$ cat src/rtl/hazard_ctrl_unit.sv
// rtl/hazard_ctrl_unit.sv - pipeline hazard controller for the 5-stage RV32 core
//
// Purpose: EX-stage operand forwarding, load-use / taken-branch hazard handling,
// and sequencing of multi-cycle EX operations (mul/div) via a RUN/MC_BUSY FSM.
//
// Optional feature macro: HAZARD_PERF_CNT_EN (adds StallCycles/FlushEvents).
//
// Ports:
//   clk, rst                 clock, synchronous active-high reset
//   RS1_D, RS2_D             source indices of the instruction in Decode
//   RS1_E, RS2_E, RD_E       source/destination indices in Execute
//   MemReadE                 Execute instruction is a load
//   PCSrcE                   taken branch/jump resolved in Execute
//   McStartE                 Execute instruction is a multi-cycle op (held while in EX)
//   RD_M, RegWriteM          Memory-stage destination and write enable
//   RD_W, RegWriteW          Writeback-stage destination and write enable
//   ForwardAE, ForwardBE     operand selects: 00 regfile, 10 from M, 01 from W
//   StallF, StallD, StallE   hold PC / IF-ID / ID-EX
//   FlushD, FlushE, FlushM   clear IF-ID / ID-EX / EX-MEM
//   McBusy, McDone           multi-cycle sequencer busy / result valid this cycle
//   StallCycles, FlushEvents saturating event counters (HAZARD_PERF_CNT_EN only)

module hazard_ctrl_unit #(
  parameter int ADDR_W     = 5,
  parameter int MC_LATENCY = 4,
  parameter int CNT_W      = 6
) (
  input  logic              clk,
  input  logic              rst,
  input  logic [ADDR_W-1:0] RS1_D,
  input  logic [ADDR_W-1:0] RS2_D,
  input  logic [ADDR_W-1:0] RS1_E,
  input  logic [ADDR_W-1:0] RS2_E,
  input  logic [ADDR_W-1:0] RD_E,
  input  logic              MemReadE,
  input  logic              PCSrcE,
  input  logic              McStartE,
  input  logic [ADDR_W-1:0] RD_M,
  input  logic              RegWriteM,
  input  logic [ADDR_W-1:0] RD_W,
  input  logic              RegWriteW,
  output logic [1:0]        ForwardAE,
  output logic [1:0]        ForwardBE,
  output logic              StallF,
  output logic              StallD,
  output logic              StallE,
  output logic              FlushD,
  output logic              FlushE,
  output logic              FlushM,
  output logic              McBusy,
`ifdef HAZARD_PERF_CNT_EN
  output logic              McDone,
  output logic [31:0]       StallCycles,
  output logic [31:0]       FlushEvents
`else
  output logic              McDone
`endif
);

  typedef enum logic {RUN = 1'b0, MC_BUSY = 1'b1} state_e;

  // Cycle 0 of an op is spent in RUN, so the counter only covers the
  // MC_LATENCY-2 remaining stall cycles before the done cycle.
  localparam logic [CNT_W-1:0] CNT_INIT =
    (MC_LATENCY > 1) ? CNT_W'(MC_LATENCY - 2) : '0;
  localparam bit MC_MULTI = (MC_LATENCY > 1);

  state_e           state_q, state_d;
  logic [CNT_W-1:0] cnt_q, cnt_d;
  logic             lw_stall;

  // M-stage result is newer than W-stage, so it wins.
  function automatic logic [1:0] fwd_sel(input logic [ADDR_W-1:0] rs);
    if (RegWriteM && (RD_M != '0) && (RD_M == rs)) return 2'b10;
    else if (RegWriteW && (RD_W != '0) && (RD_W == rs)) return 2'b01;
    else return 2'b00;
  endfunction

  assign lw_stall = MemReadE && (RD_E != '0) && ((RD_E == RS1_D) || (RD_E == RS2_D));

  always_comb begin
    ForwardAE = 2'b00;
    ForwardBE = 2'b00;
    StallF    = 1'b0;
    StallD    = 1'b0;
    StallE    = 1'b0;
    FlushD    = 1'b0;
    FlushE    = 1'b0;
    FlushM    = 1'b0;
    McBusy    = 1'b0;
    McDone    = 1'b0;
    state_d   = state_q;
    cnt_d     = cnt_q;
    if (!rst) begin
      ForwardAE = fwd_sel(RS1_E);
      ForwardBE = fwd_sel(RS2_E);
      case (state_q)
        RUN: begin
          if (McStartE) begin
            if (MC_MULTI) begin
              // Freeze the front end and bubble MEM while the op occupies EX.
              StallF  = 1'b1;
              StallD  = 1'b1;
              StallE  = 1'b1;
              FlushM  = 1'b1;
              state_d = MC_BUSY;
              cnt_d   = CNT_INIT;
            end else begin
              McDone = 1'b1;
            end
          end else if (PCSrcE) begin
            // Redirect squashes the younger instructions, so any load-use stall is moot.
            FlushD = 1'b1;
            FlushE = 1'b1;
          end else if (lw_stall) begin
            StallF = 1'b1;
            StallD = 1'b1;
            FlushE = 1'b1;
          end
        end
        MC_BUSY: begin
          McBusy = 1'b1;
          if (cnt_q != '0) begin
            StallF = 1'b1;
            StallD = 1'b1;
            StallE = 1'b1;
            FlushM = 1'b1;
            cnt_d  = cnt_q - 1'b1;
          end else begin
            McDone  = 1'b1;
            state_d = RUN;
          end
        end
        default: state_d = RUN;
      endcase
    end
  end

  always_ff @(posedge clk) begin
    if (rst) begin
      state_q <= RUN;
      cnt_q   <= '0;
    end else begin
      state_q <= state_d;
      cnt_q   <= cnt_d;
    end
  end

`ifdef HAZARD_PERF_CNT_EN
  logic [31:0] stall_cnt_q, flush_cnt_q;

  always_ff @(posedge clk) begin
    if (rst) begin
      stall_cnt_q <= '0;
      flush_cnt_q <= '0;
    end else begin
      if (StallF && (stall_cnt_q != 32'hFFFF_FFFF)) stall_cnt_q <= stall_cnt_q + 32'd1;
      if ((FlushD || FlushE || FlushM) && (flush_cnt_q != 32'hFFFF_FFFF))
        flush_cnt_q <= flush_cnt_q + 32'd1;
    end
  end

  assign StallCycles = stall_cnt_q;
  assign FlushEvents = flush_cnt_q;
`endif

endmodule

$ cat config.mk
export PLATFORM = sky130hd
export DESIGN_NAME = hazard_ctrl_unit
export DESIGN_NICKNAME = d
export VERILOG_FILES = /design/src/rtl/hazard_ctrl_unit.sv
export SDC_FILE = /design/constraint.sdc
export NUM_CORES = 1
export LEC_CHECK = 0
export ABC_CLOCK_PERIOD_IN_PS = 2440
export CAP_MARGIN = 10
export CORE_MARGIN = 4
export CORE_UTILIZATION = 36
export CTS_CLUSTER_DIAMETER = 100
export DETAILED_ROUTE_END_ITERATION = 12
export PLACE_DENSITY = 0.89
export SYNTH_ARGS = -nofsm -noshare
export SYNTH_HDL_FRONTEND = slang
export SYNTH_SLANG_ARGS = --single-unit
export TNS_END_PERCENT = 10
$ cat constraint.sdc
create_clock -name clk -period 2.44 [get_ports clk]
set_clock_uncertainty 0.05 [all_clocks]
set_input_delay 0.488 -clock clk [delete_from_list [all_inputs] [get_ports clk]]
set_output_delay 0.488 -clock clk [all_outputs]
set_load 0.01 [all_outputs]
# --- Word level (Yosys, flattened, before mapping) ---
# Cells that the tools add are included.
totals:
  reg_bits: 7
  wordCells: 57
op_classes:
  add_sub_neg: 1
  n_eq_ne: 8
  muxes: 31
  bitwise_logic: 1
  n_reduce_logical: 14
ops:
  columns: ["cell", "count"]
  rows:
  - ["5-bit equality test", 6]
  - ["1-bit 2-to-1 mux", 21]
  - ["5-bit nonzero test", 3]
  - ["6-bit 2-to-1 mux", 2]
  - ["6-bit case mux with 2 select lines", 1]
  - ["1-bit logical AND", 8]
  - ["2-bit 2-to-1 mux", 4]
  - ["1-bit case mux with 2 select lines", 3]
  - ["6-bit nonzero test", 1]
  - ["6-bit by 1-bit subtractor with 6-bit output (second input constant)", 1]
  - ["2-bit by 1-bit != test with 1-bit output (second input constant)", 1]
  - ["2-bit != test (second input constant)", 1]
  - ["2-bit AND reduction", 1]
  - ["1-bit logical OR", 1]
  - ["1-bit NOT", 1]

# --- Depth between registers and ports, before layout ---
depth:
  depth_word: 8
  depth_mapped: 6
  depth_no_buf: 6

# --- Worst setup path after synthesis ---
# OpenSTA, ideal clock, no wires.
synth_path:
  path_kind: "input -> output"
  start: "in RD_M[1]"
  end: "out ForwardAE[0]"
  arrival_ps: 1636
  required_time_ps: 1902
  path_slack_ps: 266
  path_stages: 4
  path_buffers: 0
  path_cell_list: "or4_1 > o21ai_2 > nor3_1 > nor4_2"
synth_between:
  elab_chain_cells: 5
  word_cells_on_any_way: 6
  cone_classes: "eq/ne: 1; mux: 2; reduce/logical: 3"
synth_rtl:
  columns: ["item", "line_no", "text"]
  rows:
  - ["start: declaration", "38", "input logic [ADDR_W-1:0] RD_M,"]
  - ["5-bit nonzero test", "74", "if (RegWriteM && (RD_M != '0) && (RD_M == rs)) return 2'b10;"]
  - ["1-bit logical AND", "74", null]
  - ["1-bit logical AND *", "74", null]
  - ["2-bit 2-to-1 mux *", "74", null]
  - ["2-bit 2-to-1 mux *", "94", "if (!rst) begin"]
  - ["end: declaration", "42", "output logic [1:0] ForwardAE,"]
# Every way passes the cells marked *; elsewhere a longest branch is shown, timed or not.

# --- Worst setup path after layout ---
layout_path:
  start: "in RD_W[2]"
  end: "out ForwardAE[0]"
layout_between:
  elab_chain_cells: 6
  word_cells_on_any_way: 7
  cone_classes: "eq/ne: 1; mux: 3; reduce/logical: 3"
layout_rtl:
  columns: ["item", "line_no", "text"]
  rows:
  - ["start: declaration", "40", "input logic [ADDR_W-1:0] RD_W,"]
  - ["5-bit nonzero test", "75", "else if (RegWriteW && (RD_W != '0) && (RD_W == rs)) return 2'b01;"]
  - ["1-bit logical AND", "75", null]
  - ["1-bit logical AND *", "75", null]
  - ["1-bit 2-to-1 mux *", "75", null]
  - ["2-bit 2-to-1 mux *", "74", null]
  - ["2-bit 2-to-1 mux *", "94", null]
# Marked as above.

==> results.py <==
metrics = {
    "finish": {
        "fin_cells": 210,
        "num_antenna_cells": 0,
        "drive_gt1_frac": 0.308,
        "ff_latch_area_um2": 140,
        "multi_input_area_um2": 752,
        "final_util": 0.721,
        "fillCellCount": 177,
        "num-nets-final": 227,
        "final_cell_mix": "23 x xor2_1, 23 x dlygate4sd2_1, 21 x buf_4, 19 x clkdlybuf4s50_1, 12 x nor2_1",
        "area_growth_pct": 92.3,
    },
    "global_routing": {
        "antenna_found_initial": 0,
        "grt_pass1_vias": 1169,
        "overflow": 0,
        "grtUsageTotal": 0.191,
        "grt_max_degree": 13,
        "grt_pass1_wl_mm": 4.87,
    },
    "clock_network": {
        "h-tree-depth": 1,
        "root_buffer": "clkbuf_4",
        "clkLatencyLatePin_ps": 260,
        "ctsLongestPathBuffers": 2,
        "cts_buffers": 3,
        "clk_pin_slew_worst_paths_ps": 50,
        "cts_tree": "yes",
        "cts_hold_buf": 0,
        "cts_sinks": 7,
    },
    "route": {
        "drt-total-wl_mm": 2.97,
        "ant_nets": 0,
        "drcViolationCount": 0,
        "avgViaCountPerCell": 5.06,
        "wl_per_cell_um": 14.1,
        "vias": 1062,
        "dr.pass1.iters": 4,
        "drt_iter0_markers": 17,
    },
    "timing": {
        "setup_violations": 0,
        "slew_viol_final": 0,
        "fin_crit_sh": 0.999,
        "setup_slack_ps": 1.35,
        "fmax_mhz": 410,
        "rsz0062_at_grt": "yes",
        "slew_headroom": 0.818,
        "period_minus_slack_ps": 2440,
        "hold_viol_final": 0,
        "worstMarginPinSlew_ps": 272,
    },
    "placement": {
        "place_inst": 206,
        "dp_hpwl_mm": 2.40,
        "post-place-ws_ps": -707,
        "gp_congestion": 0.869,
        "port_buffers": 53,
    },
    "setup_path": {
        "critPathCaptureType": "primary output",
        "path_class": "input port to primary output",
        "cp.arrival_ps": 1900,
        "crit_fanout": 3,
        "cp-start-kind": "input port",
        "worstPathRequired_ps": 1900,
    },
    "logic_synthesis": {
        "ys_seq_area_frac": 0.169,
        "ys_seq_elements": 7,
        "syn-num-nets": 151,
        "synth_area_leaders": "xor2_1 24%, dfxtp_1 17%, xnor2_1 12%",
        "ys_warn_count": 0,
        "synth_cell_types": 30,
        "syn_inst": 107,
        "post-synth-top-area-fraction": 0.243,
        "synth_area_leader_cell": "xor2_1",
        "syn_area_um2": 830,
        "avgSynthCellArea_um2": 7.75,
    },
    "outcome": {
        "status": "finished, final reports clean",
    },
    "floorplanning": {
        "coreArea_mm2": 0.00221,
        "initial_core_util": 0.375,
        "rows": 17,
        "die_w_um": 56.0,
        "io_pins": 54,
        "die_h_um": 56.0,
        "dieArea_mm2": 0.00314,
    },
    "run": {
        "maxCapViolCount": 0,
    },
    "worst_hold_path": {
        "hp-class": "flip-flop to flip-flop",
    },
    "pwr": {
        "p_leak_nw": 0.711,
        "power_density_mw_per_mm2": 394,
        "peakVddDrop_uv": 463,
    },
}
==> cell type report <==
class / count / area share
clock buffers: 4 / 0.0165
inverters: 5 / 0.0118
well taps: 28 / 0.0220
repair buffers: 75 / 0.391
multi-input cells: 91 / 0.471
flip-flops and latches: 7 / 0.0878
==> cell usage after synthesis (all sizes together) <==
library cell and count:
or3 1, o2111ai 2, a21o 1, nor2b 1, nand3 3, nor2 12
nor4 4, xnor2 11, a22oi 1, a21oi 2, or4 5, clkbuf 2
inv 5, buf 2, o21ai 5, nand3b 2, nand4 1, nand2 4
nor3 6, xor2 23, or2 1, a31o 1, o211ai 1, o32ai 1
o41ai 1, dfxtp 7, ha 2
==> flip-flops by register name, indices dropped and copies added (netlist names) <==
register and flops:
state_q 1, cnt_q 6
==> worst max-delay path, cell delays in order <==
cell	delay, ps
dlygate4sd2_1	280
xor2_1	170
or4_4	490
nor4_2	290
buf_2	180
==> report_power, final <==
group	internal (mW)	total, mW	switching, mW
combinational	0.187	0.366	0.179
clock	0.0624	0.106	0.0432
sequential	0.137	0.157	0.0204
==> timing repair <==
action	in CTS	in global routing
gates cloned	0	0
pin swaps	10	3
gates resized for setup	78	9
setup endpoints to repair	10	7
buffers inserted	0	0
==> final timing paths <==
check	startpoint	endpoint	slack (ps)	cells past startpoint
hold / removal	cnt_q[0]	cnt_q[0]	430	2
setup / recovery	RD_W[2]	ForwardAE[0]	1	5
hold reg to reg	cnt_q[0]	cnt_q[0]	430	2
setup reg to reg	cnt_q[3]	cnt_q[3]	910	5
==> routing by layer <==
layer / vias up / routed length (um) / track usage
met2: 55 / 1590 / 0.364
met4: 0 / 46 / 0.0847
li1: 527 / - / -
met5: - / 0 / 0
met3: 6 / 222 / 0.0418
met1: 474 / 1100 / 0.195
==> cells by family (layout without fill, tap and decap cells) <==
family	count (synthesis)	in the layout	share of synthesized area
flops	7	7	0.169
compound gates	15	15	0.127
xor+xnor	34	34	0.359
fa+ha+maj	2	2	0.0302
simple gates	40	40	0.265
buf+inv	9	84	0.0498
==> through the flow <==
step	TNS [ps]	hold slack [ps]	power [mW]	instance area, um^2
after floorplan	0	395	0.334	830
after global placement	-3720	405	0.503	1540
after detailed placement	-4250	422	0.520	1540
after CTS	-28.8	428	0.624	1600
after global routing	-154	452	0.679	1600
final	0	428	0.629	1600
(Power assumes the default switching activity.)
